### config.mk
export PLATFORM = sky130hd
export DESIGN_NAME = bus_rr_arbiter
export DESIGN_NICKNAME = d
export VERILOG_FILES = /design/src/rtl/bus_rr_arbiter_pkg.sv /design/src/rtl/bus_rr_pick.sv /design/src/rtl/bus_rr_arbiter.sv
export SDC_FILE = /design/constraint.sdc
export NUM_CORES = 1
export LEC_CHECK = 0
export ABC_AREA = 1
export CORE_ASPECT_RATIO = 0.7
export CORE_MARGIN = 3
export CORE_UTILIZATION = 50
export CTS_BUF_LIST = sky130_fd_sc_hd__clkbuf_16
export DETAILED_ROUTE_END_ITERATION = 6
export PLACE_DENSITY = 0.7
export SYNTH_ARGS = -nofsm -noshare
export SYNTH_HDL_FRONTEND = slang
export SYNTH_HIERARCHICAL = 1
export SYNTH_SLANG_ARGS = --single-unit
### constraint.sdc
create_clock -name clk -period 5.2 [get_ports clk]
set_input_delay 1.04 -clock clk [delete_from_list [all_inputs] [get_ports clk]]
set_output_delay 1.04 -clock clk [all_outputs]
set_load 0.01 [all_outputs]
### src/rtl/bus_rr_arbiter_pkg.sv
// bus_rr_arbiter_pkg: shared state encoding, master indices and sizing constants
package bus_rr_arbiter_pkg;
    typedef enum logic [1:0] {
        ST_IDLE  = 2'd0,
        ST_GRANT = 2'd1,
        ST_TURN  = 2'd2
    } arb_state_t;
    localparam int NUM_MASTERS_MAX = 8;
    localparam int BUS_ICACHE      = 0;
    localparam int BUS_DCACHE      = 1;
    localparam int BUS_DMA         = 2;
    localparam int WDOG_W          = 16;
endpackage

### src/rtl/bus_rr_pick.sv
// bus_rr_pick: rotate-priority encoder, first eligible master after i_last with wrap
module bus_rr_pick
    import bus_rr_arbiter_pkg::*;
#(
    parameter int NUM_MASTERS = 8
) (
    input  logic [NUM_MASTERS-1:0] i_eligible,
    input  logic [2:0]             i_last,
    output logic [2:0]             o_winner,
    output logic                   o_valid
);
    logic [NUM_MASTERS_MAX-1:0] w_elig;
    logic [2:0]                 w_idx;

    assign w_elig = NUM_MASTERS_MAX'(i_eligible);

    // Scan from farthest to nearest so the nearest eligible master is written last.
    always_comb begin
        o_winner = '0;
        o_valid  = 1'b0;
        w_idx    = '0;
        for (int k = NUM_MASTERS; k >= 1; k--) begin
            w_idx = 3'((int'(i_last) + k) % NUM_MASTERS);
            if (w_elig[w_idx]) begin
                o_winner = w_idx;
                o_valid  = 1'b1;
            end
        end
    end
endmodule

### src/rtl/bus_rr_arbiter.sv
// bus_rr_arbiter: round-robin bus arbiter with registered one-hot grant,
// one-cycle turnaround between owners and a watchdog that revokes stuck grants.
module bus_rr_arbiter
    import bus_rr_arbiter_pkg::*;
#(
    parameter int NUM_MASTERS    = 8,
    parameter int TIMEOUT_CYCLES = 1024
) (
    input  logic                   clk,
    input  logic                   rst,
    input  logic [NUM_MASTERS-1:0] bus_req,
    input  logic                   bus_ready,
    output logic [NUM_MASTERS-1:0] bus_ack,
    output logic [2:0]             grant_id,
    output logic                   bus_busy,
    output logic                   timeout
);
    localparam logic [WDOG_W-1:0]      WDOG_LAST = WDOG_W'(TIMEOUT_CYCLES - 1);
    localparam logic [NUM_MASTERS-1:0] ONE       = NUM_MASTERS'(1);

    arb_state_t                 r_state, w_state_n;
    logic [NUM_MASTERS-1:0]     r_ack, w_ack_n, r_mask, w_mask_n, w_elig, w_owner_oh;
    logic [2:0]                 r_id, w_id_n, r_last, w_last_n, w_win;
    logic [WDOG_W-1:0]          r_wdog, w_wdog_n;
    logic                       r_timeout, w_timeout_n, w_win_vld, w_owner_req;
    logic [NUM_MASTERS_MAX-1:0] w_req8;

    assign w_req8      = NUM_MASTERS_MAX'(bus_req);
    assign w_owner_req = w_req8[r_id];
    assign w_owner_oh  = ONE << r_id;
    assign w_elig      = bus_req & ~r_mask;

    bus_rr_pick #(.NUM_MASTERS(NUM_MASTERS)) u_pick (
        .i_eligible (w_elig),
        .i_last     (r_last),
        .o_winner   (w_win),
        .o_valid    (w_win_vld)
    );

    // A mask bit survives only while its master keeps requesting.
    always_comb begin
        w_state_n   = r_state;
        w_ack_n     = r_ack;
        w_id_n      = r_id;
        w_last_n    = r_last;
        w_wdog_n    = r_wdog;
        w_timeout_n = 1'b0;
        w_mask_n    = r_mask & bus_req;
        case (r_state)
            ST_IDLE: if (w_win_vld) begin
                w_ack_n   = ONE << w_win;
                w_id_n    = w_win;
                w_last_n  = w_win;
                w_wdog_n  = '0;
                w_state_n = ST_GRANT;
            end
            ST_GRANT: if (!w_owner_req) begin
                w_ack_n   = '0;
                w_state_n = ST_TURN;
            end else if (bus_ready) begin
                w_wdog_n = '0;
            end else if (TIMEOUT_CYCLES != 0 && r_wdog == WDOG_LAST) begin
                w_ack_n     = '0;
                w_timeout_n = 1'b1;
                w_mask_n    = w_mask_n | w_owner_oh;
                w_state_n   = ST_TURN;
            end else begin
                w_wdog_n = (r_wdog == '1) ? r_wdog : r_wdog + 1'b1;
            end
            default: begin
                w_ack_n   = '0;
                w_state_n = ST_IDLE;
            end
        endcase
    end

    always_ff @(posedge clk) begin
        if (rst) begin
            r_state   <= ST_IDLE;
            r_ack     <= '0;
            r_id      <= '0;
            r_last    <= 3'(NUM_MASTERS - 1);
            r_mask    <= '0;
            r_wdog    <= '0;
            r_timeout <= 1'b0;
        end else begin
            r_state   <= w_state_n;
            r_ack     <= w_ack_n;
            r_id      <= w_id_n;
            r_last    <= w_last_n;
            r_mask    <= w_mask_n;
            r_wdog    <= w_wdog_n;
            r_timeout <= w_timeout_n;
        end
    end

    assign bus_ack  = r_ack;
    assign grant_id = r_id;
    assign bus_busy = |r_ack;
    assign timeout  = r_timeout;
endmodule

After elaboration in Yosys (flattened, before gate mapping):

Cells that the tools add are included.

* add/subtract/negate cells: 9
* equal/unequal tests: 9
* reduce and logical (&&, ||, !) cells: 7
* bitwise operators: 6
* $lt $le $gt $ge: 9
* multiplexer cells: 55
* shift-type cells: 2

Operators with widths (number)
* two-way mux 16 bit: 5
* two-way mux 8 bit: 8
* < comparator 3 x 4 -> 1 bit, second input constant: 9
* case mux 16 bit (2 select lines): 1
* binary-select mux 1 bit (select 3 bit): 9
* two-way mux 3 bit: 8
* two-way mux 1 bit: 18
* adder 16 x 1 -> 16 bit, second input constant: 1
* bitwise AND 8 bit: 2
* equality test 16 x 10 -> 1 bit, second input constant: 1
* equality test 16 bit, second input constant: 1
* case mux 8 bit (2 select lines): 1
* << shifter 1 x 3 -> 8 bit, first input constant: 2
* adder 3 bit, second input constant: 4
* inequality test 3 bit, second input constant: 4
* two-way mux 2 bit: 4
* inverter 8 bit: 1
* bitwise OR 8 bit: 1
* OR reduction 8 bit: 1
* adder 3 x 1 -> 3 bit, second input constant: 2
* adder 3 x 2 -> 3 bit, second input constant: 2
* AND reduction 5 bit: 1
* case mux 2 bit (2 select lines): 1
* OR reduction 4 bit: 1
* 8 further kinds: 9

* output and inout port bits: 13
* logic and storage cells: 104
* flip-flop bits (word level): 41
* bits of input ports: 11

Logic depth before layout (Yosys ltp):

* word-level depth: 15
* mapped depth: 19
* depth with buffers taken out: 18

By module:

Netlist, hierarchy kept.

By module, submodules not included
* bus_rr_arbiter: area each 2336.0 µm², times used 1, cells each 370, seq. area each 820.8 µm²
* bus_rr_pick: area each 666.9 µm², times used 1, cells each 123, seq. area each 0.0 µm²

Worst setup path before layout:

OpenSTA, ideal clock, no wires.

* kind: input-to-reg
* start point: in bus_req[4]
* end point: reg r_wdog[6]
* buffers on the path: 1
* slack: 2.586 ns
* arrival: 2.475 ns
* library setup time: 0.139 ns
* stages: 13
* required time: 5.061 ns
* cell sequence: inv_1 > nor2_1 > nand2_1 > nand3_1 > nand3_1 > nand2_1 > nor3_1 > nand4_1 > nand2_1 > nand2_2 > buf_2 > nand3_1 > a21oi_2

* cells in the longest elaborated chain, start to end: 13
* elaborated cells on any way between the ends: 30
* classes of those cells: 2 x eq/ne; 26 x mux; 1 x bitwise; 1 x reduce/logical

Ends and longest elaborated chain
* start: declaration: RTL line bus_rr_arbiter.sv:11 `input logic [NUM_MASTERS-1:0] bus_req,`
* bitwise AND 8 bit (*): RTL line bus_rr_arbiter.sv:31 `assign w_elig = bus_req & ~r_mask;`
* net w_elig[4]: RTL line bus_rr_arbiter.sv:22 `logic [NUM_MASTERS-1:0] r_ack, w_ack_n, r_mask, w_mask_n, w_elig, w_owner_oh;`
* binary-select mux 1 bit (select 3 bit): RTL line bus_rr_pick.sv:24 `if (w_elig[w_idx]) begin`
* two-way mux 1 bit (implied by the code): RTL line bus_rr_pick.sv:24
* two-way mux 1 bit (7 in a row): RTL line bus_rr_pick.sv:24
* two-way mux 1 bit (*): RTL line bus_rr_pick.sv:24
* net w_win_vld: RTL line bus_rr_arbiter.sv:25 `logic r_timeout, w_timeout_n, w_win_vld, w_owner_req;`
* inequality test 2 x 1 -> 1 bit (no source line) (*)
* AND reduction 5 bit (no source line) (*)
* end signal: assignment: RTL line bus_rr_arbiter.sv:92 `r_wdog <= w_wdog_n;`
* end: declaration: RTL line bus_rr_arbiter.sv:24 `logic [WDOG_W-1:0] r_wdog, w_wdog_n;`

Mark *: on every way through the listed nets, which the timed path passes. The rest lies on a longest branch. The select of a mux whose other input is x is not followed.
A chain may end at the register's enable or synchronous reset.

Worst setup path in the final report:

* start point: in bus_req[7]
* end point: reg r_wdog[2]

Same word-level chain as after synthesis.

==> results.json <==
{
  "cts_setup_buffers": 0,
  "syn_nets": 507,
  "worst_clock_skew_ns": 0.00705,
  "synth-compound-area-share_pct": 8.17,
  "status": "finished, final reports clean",
  "setup_ws_ns": 1.77,
  "number_of_antenna_violations_at_the_first_check_in_global_routing": 0,
  "yosysSeqAreaShare_pct": 27.3,
  "cts-buffers-inserted": 5,
  "synth.area.mux_share_pct": 0,
  "synth_seq_cells": 41,
  "ys_warn_count": 6,
  "layout.cells.most_common_list": "nand2_1 (142), nand3_1 (89), inv_1 (51), nor2_1 (49), dfxtp_1 (41)",
  "drt-wirelength-per-cell_um": 13.7,
  "final_min_period_over_clock_period_pct": 66.1,
  "total_leakage_power_nw": 1.51,
  "drt_pre_antenna_iters": 6,
  "clk_latency_ns": 0.28,
  "synth_top_family_by_area": "simple AND/OR/NAND/NOR gates",
  "timing.hold.worst.class": "flip-flop to flip-flop",
  "worst_ep_required_time_ns": 5.42,
  "ys_types": 34,
  "detailedPlacementHpwl_um": 5910,
  "cts_hold_buf": 0,
  "total_routing_usage_reported_by_global_routing_pct": 23.0,
  "tritoncts": "yes",
  "io_buffer_count": 23,
  "post_drt_via_cell_ratio": 5.57,
  "timing.final.hold_violations": 0,
  "rsz0062_at_grt": "false",
  "timing.max_slew.rel_slack_pct": 63.1,
  "setup_violations": 0,
  "cp_max_fo": 16,
  "cts-resized-gates": 0,
  "clock_tree_root_driver_cell": "clkbuf_16",
  "fin_worst_hold_slack_ns": 0.468,
  "final_antenna_net_count": 0,
  "detail_route.drc_violations": 0,
  "drt_first_iter_violations": 258,
  "worst-slew-pin-transition_ns": 0.553,
  "most_common_library_cell_in_the_layout_ignoring_fill_and_taps": "nand2_1",
  "clkTransAtPathRegs_ns": 0.06,
  "numnets_final": 524,
  "tns_ns": 0,
  "drive_above_1_share_pct": 9.78,
  "chip_height_um": 70.8,
  "antenna_cells_inserted": 0,
  "die-area_sq_mm": 0.00699,
  "power.density_mw_per_mm2": 620,
  "std_cell_rows": 22,
  "critical_path_class": "primary input to flip-flop",
  "vdd_drop_max_uv": 541,
  "dpl.cell_count": 575,
  "max_freq_mhz": 291,
  "synth_simple_gate_area_share_pct": 50.8,
  "via_count": 3248,
  "synth_area_sq_mm": 0.00300,
  "cts.path.max_buffers": 2,
  "final_max_slew_viol_count": 0,
  "floorplan.die.width_um": 98.6,
  "htree_num_levels": 2,
  "tritoncts_num_sinks": 41,
  "initial_utilization_pct": 54.5,
  "synth_xor_xnor_area_share_pct": 1.96,
  "post_synth.cell_area_avg_sq_um": 6.09,
  "flow.area_growth_from_synthesis_pct": 13.5,
  "cp-end-kind": "flip-flop",
  "crit_arrival_ns": 3.65,
  "area_share_of_fa_ha_maj_cells_after_synthesis_pct": 1.25,
  "max_cap_viol_count": 0,
  "first_global_vias": 2788,
  "place_congestion": 0.931,
  "global_route_wire_length_before_repair_um": 13500,
  "top_level_ports": 24,
  "largest_net_degree_at_the_start_of_global_routing": 28,
  "fin_cells": 583,
  "final.min_clock_period_ns": 3.43,
  "worst_setup_path_start_kind": "primary input",
  "placement.setup.worst_slack_ns": 1.54,
  "drt-total-wl_um": 7990,
  "post_synth_inst_count": 493,
  "fp.coreArea_sq_mm": 0.00551,
  "overflow_left_after_global_routing": 0
}
routing by layer:
metal	wire, um	part of all wire, %	GRT usage [%]
met2	3100	39	32.1
met1	4140	52	37.3
met4	38	0.48	1.97
met5	0	0	0
met3	711	8.9	4.43
synth_stat cells (all sizes together):
cell / instances / share of area, %
nor3: 13 / 2.3
nor4: 2 / 0.42
o21bai: 1 / 0.25
clkinv: 1 / 0.12
xor2: 2 / 0.83
or2: 1 / 0.21
nand4: 13 / 2.7
a31oi: 1 / 0.21
o21ai: 6 / 1.0
nand2: 150 / 20
nand3: 97 / 18
a21boi: 1 / 0.25
ha: 3 / 1.3
dfxtp: 41 / 27
xnor2: 3 / 1.1
nor2: 55 / 7.9
inv: 57 / 7.4
clkbuf: 6 / 0.75
buf: 8 / 2.2
a21oi: 32 / 6.5
power breakdown:
group / total, mW / switching [mW] / internal (mW)
Sequential: 0.484 / 0.103 / 0.380
Clock: 0.352 / 0.127 / 0.225
Combinational: 1.28 / 0.826 / 0.449
stage by stage:
step	cell area (sq um)	utilization, %	total power, mW
after global placement	3240	58.9	1.73
final	3410	61.9	2.11
after detailed placement	3240	58.9	1.74
after global routing	3410	61.9	2.30
after floorplan	3000	-	1.44
after CTS	3410	61.9	2.10
layout make-up:
| class | instances | area, sq um |
|---|---|---|
| clock buffer | 5 | 125 |
| clock inverter | 3 | 42.5 |
| fill | 544 | 2100 |
| inverter | 58 | 225 |
| multi-input combinational | 380 | 1870 |
| sequential | 41 | 821 |
| tap | 72 | 90.1 |
| timing repair buffer | 24 | 238 |
cell families (layout without fill, tap and decap cells):
| kind of cell | Yosys count | count (layout) |
|---|---|---|
| simple gates | 331 | 331 |
| buf+inv | 72 | 90 |
| compound gates | 41 | 41 |
| flops | 41 | 41 |
| xor+xnor | 5 | 5 |
| fa+ha+maj | 3 | 3 |
state kept, by name (all words and copies together), names as in the netlist:
register	count
r_mask	8
r_last	3
r_wdog	16
r_state	2
bus_ack	8
grant_id	3
timeout	1
worst max-delay path: stages:
cell and delay [ns]:
clkdlybuf4s50_1 0.56, inv_1 0.06, nor2_1 0.14, nand2_1 0.09, nand3_1 0.15, nand3_1 0.13, nand2_1 0.18, inv_1 0.09
nand4_1 0.12, nand2_1 0.21, nand2_2 0.37, nand2_4 0.17, inv_2 0.18, nor2_1 0.06, nor2_1 0.09
final timing paths:
path	depth (start not counted)	startpoint	endpoint	slack [ns]
worst max-delay path	15	bus_req[7]	r_wdog[2]	1.77
worst min-delay path	2	r_mask[6]	r_mask[6]	0.47
worst max register to register	14	r_last[1]	r_wdog[2]	1.90
worst min register to register	2	r_mask[6]	r_mask[6]	0.47
No activity file was read; power rests on OpenSTA's default activity.
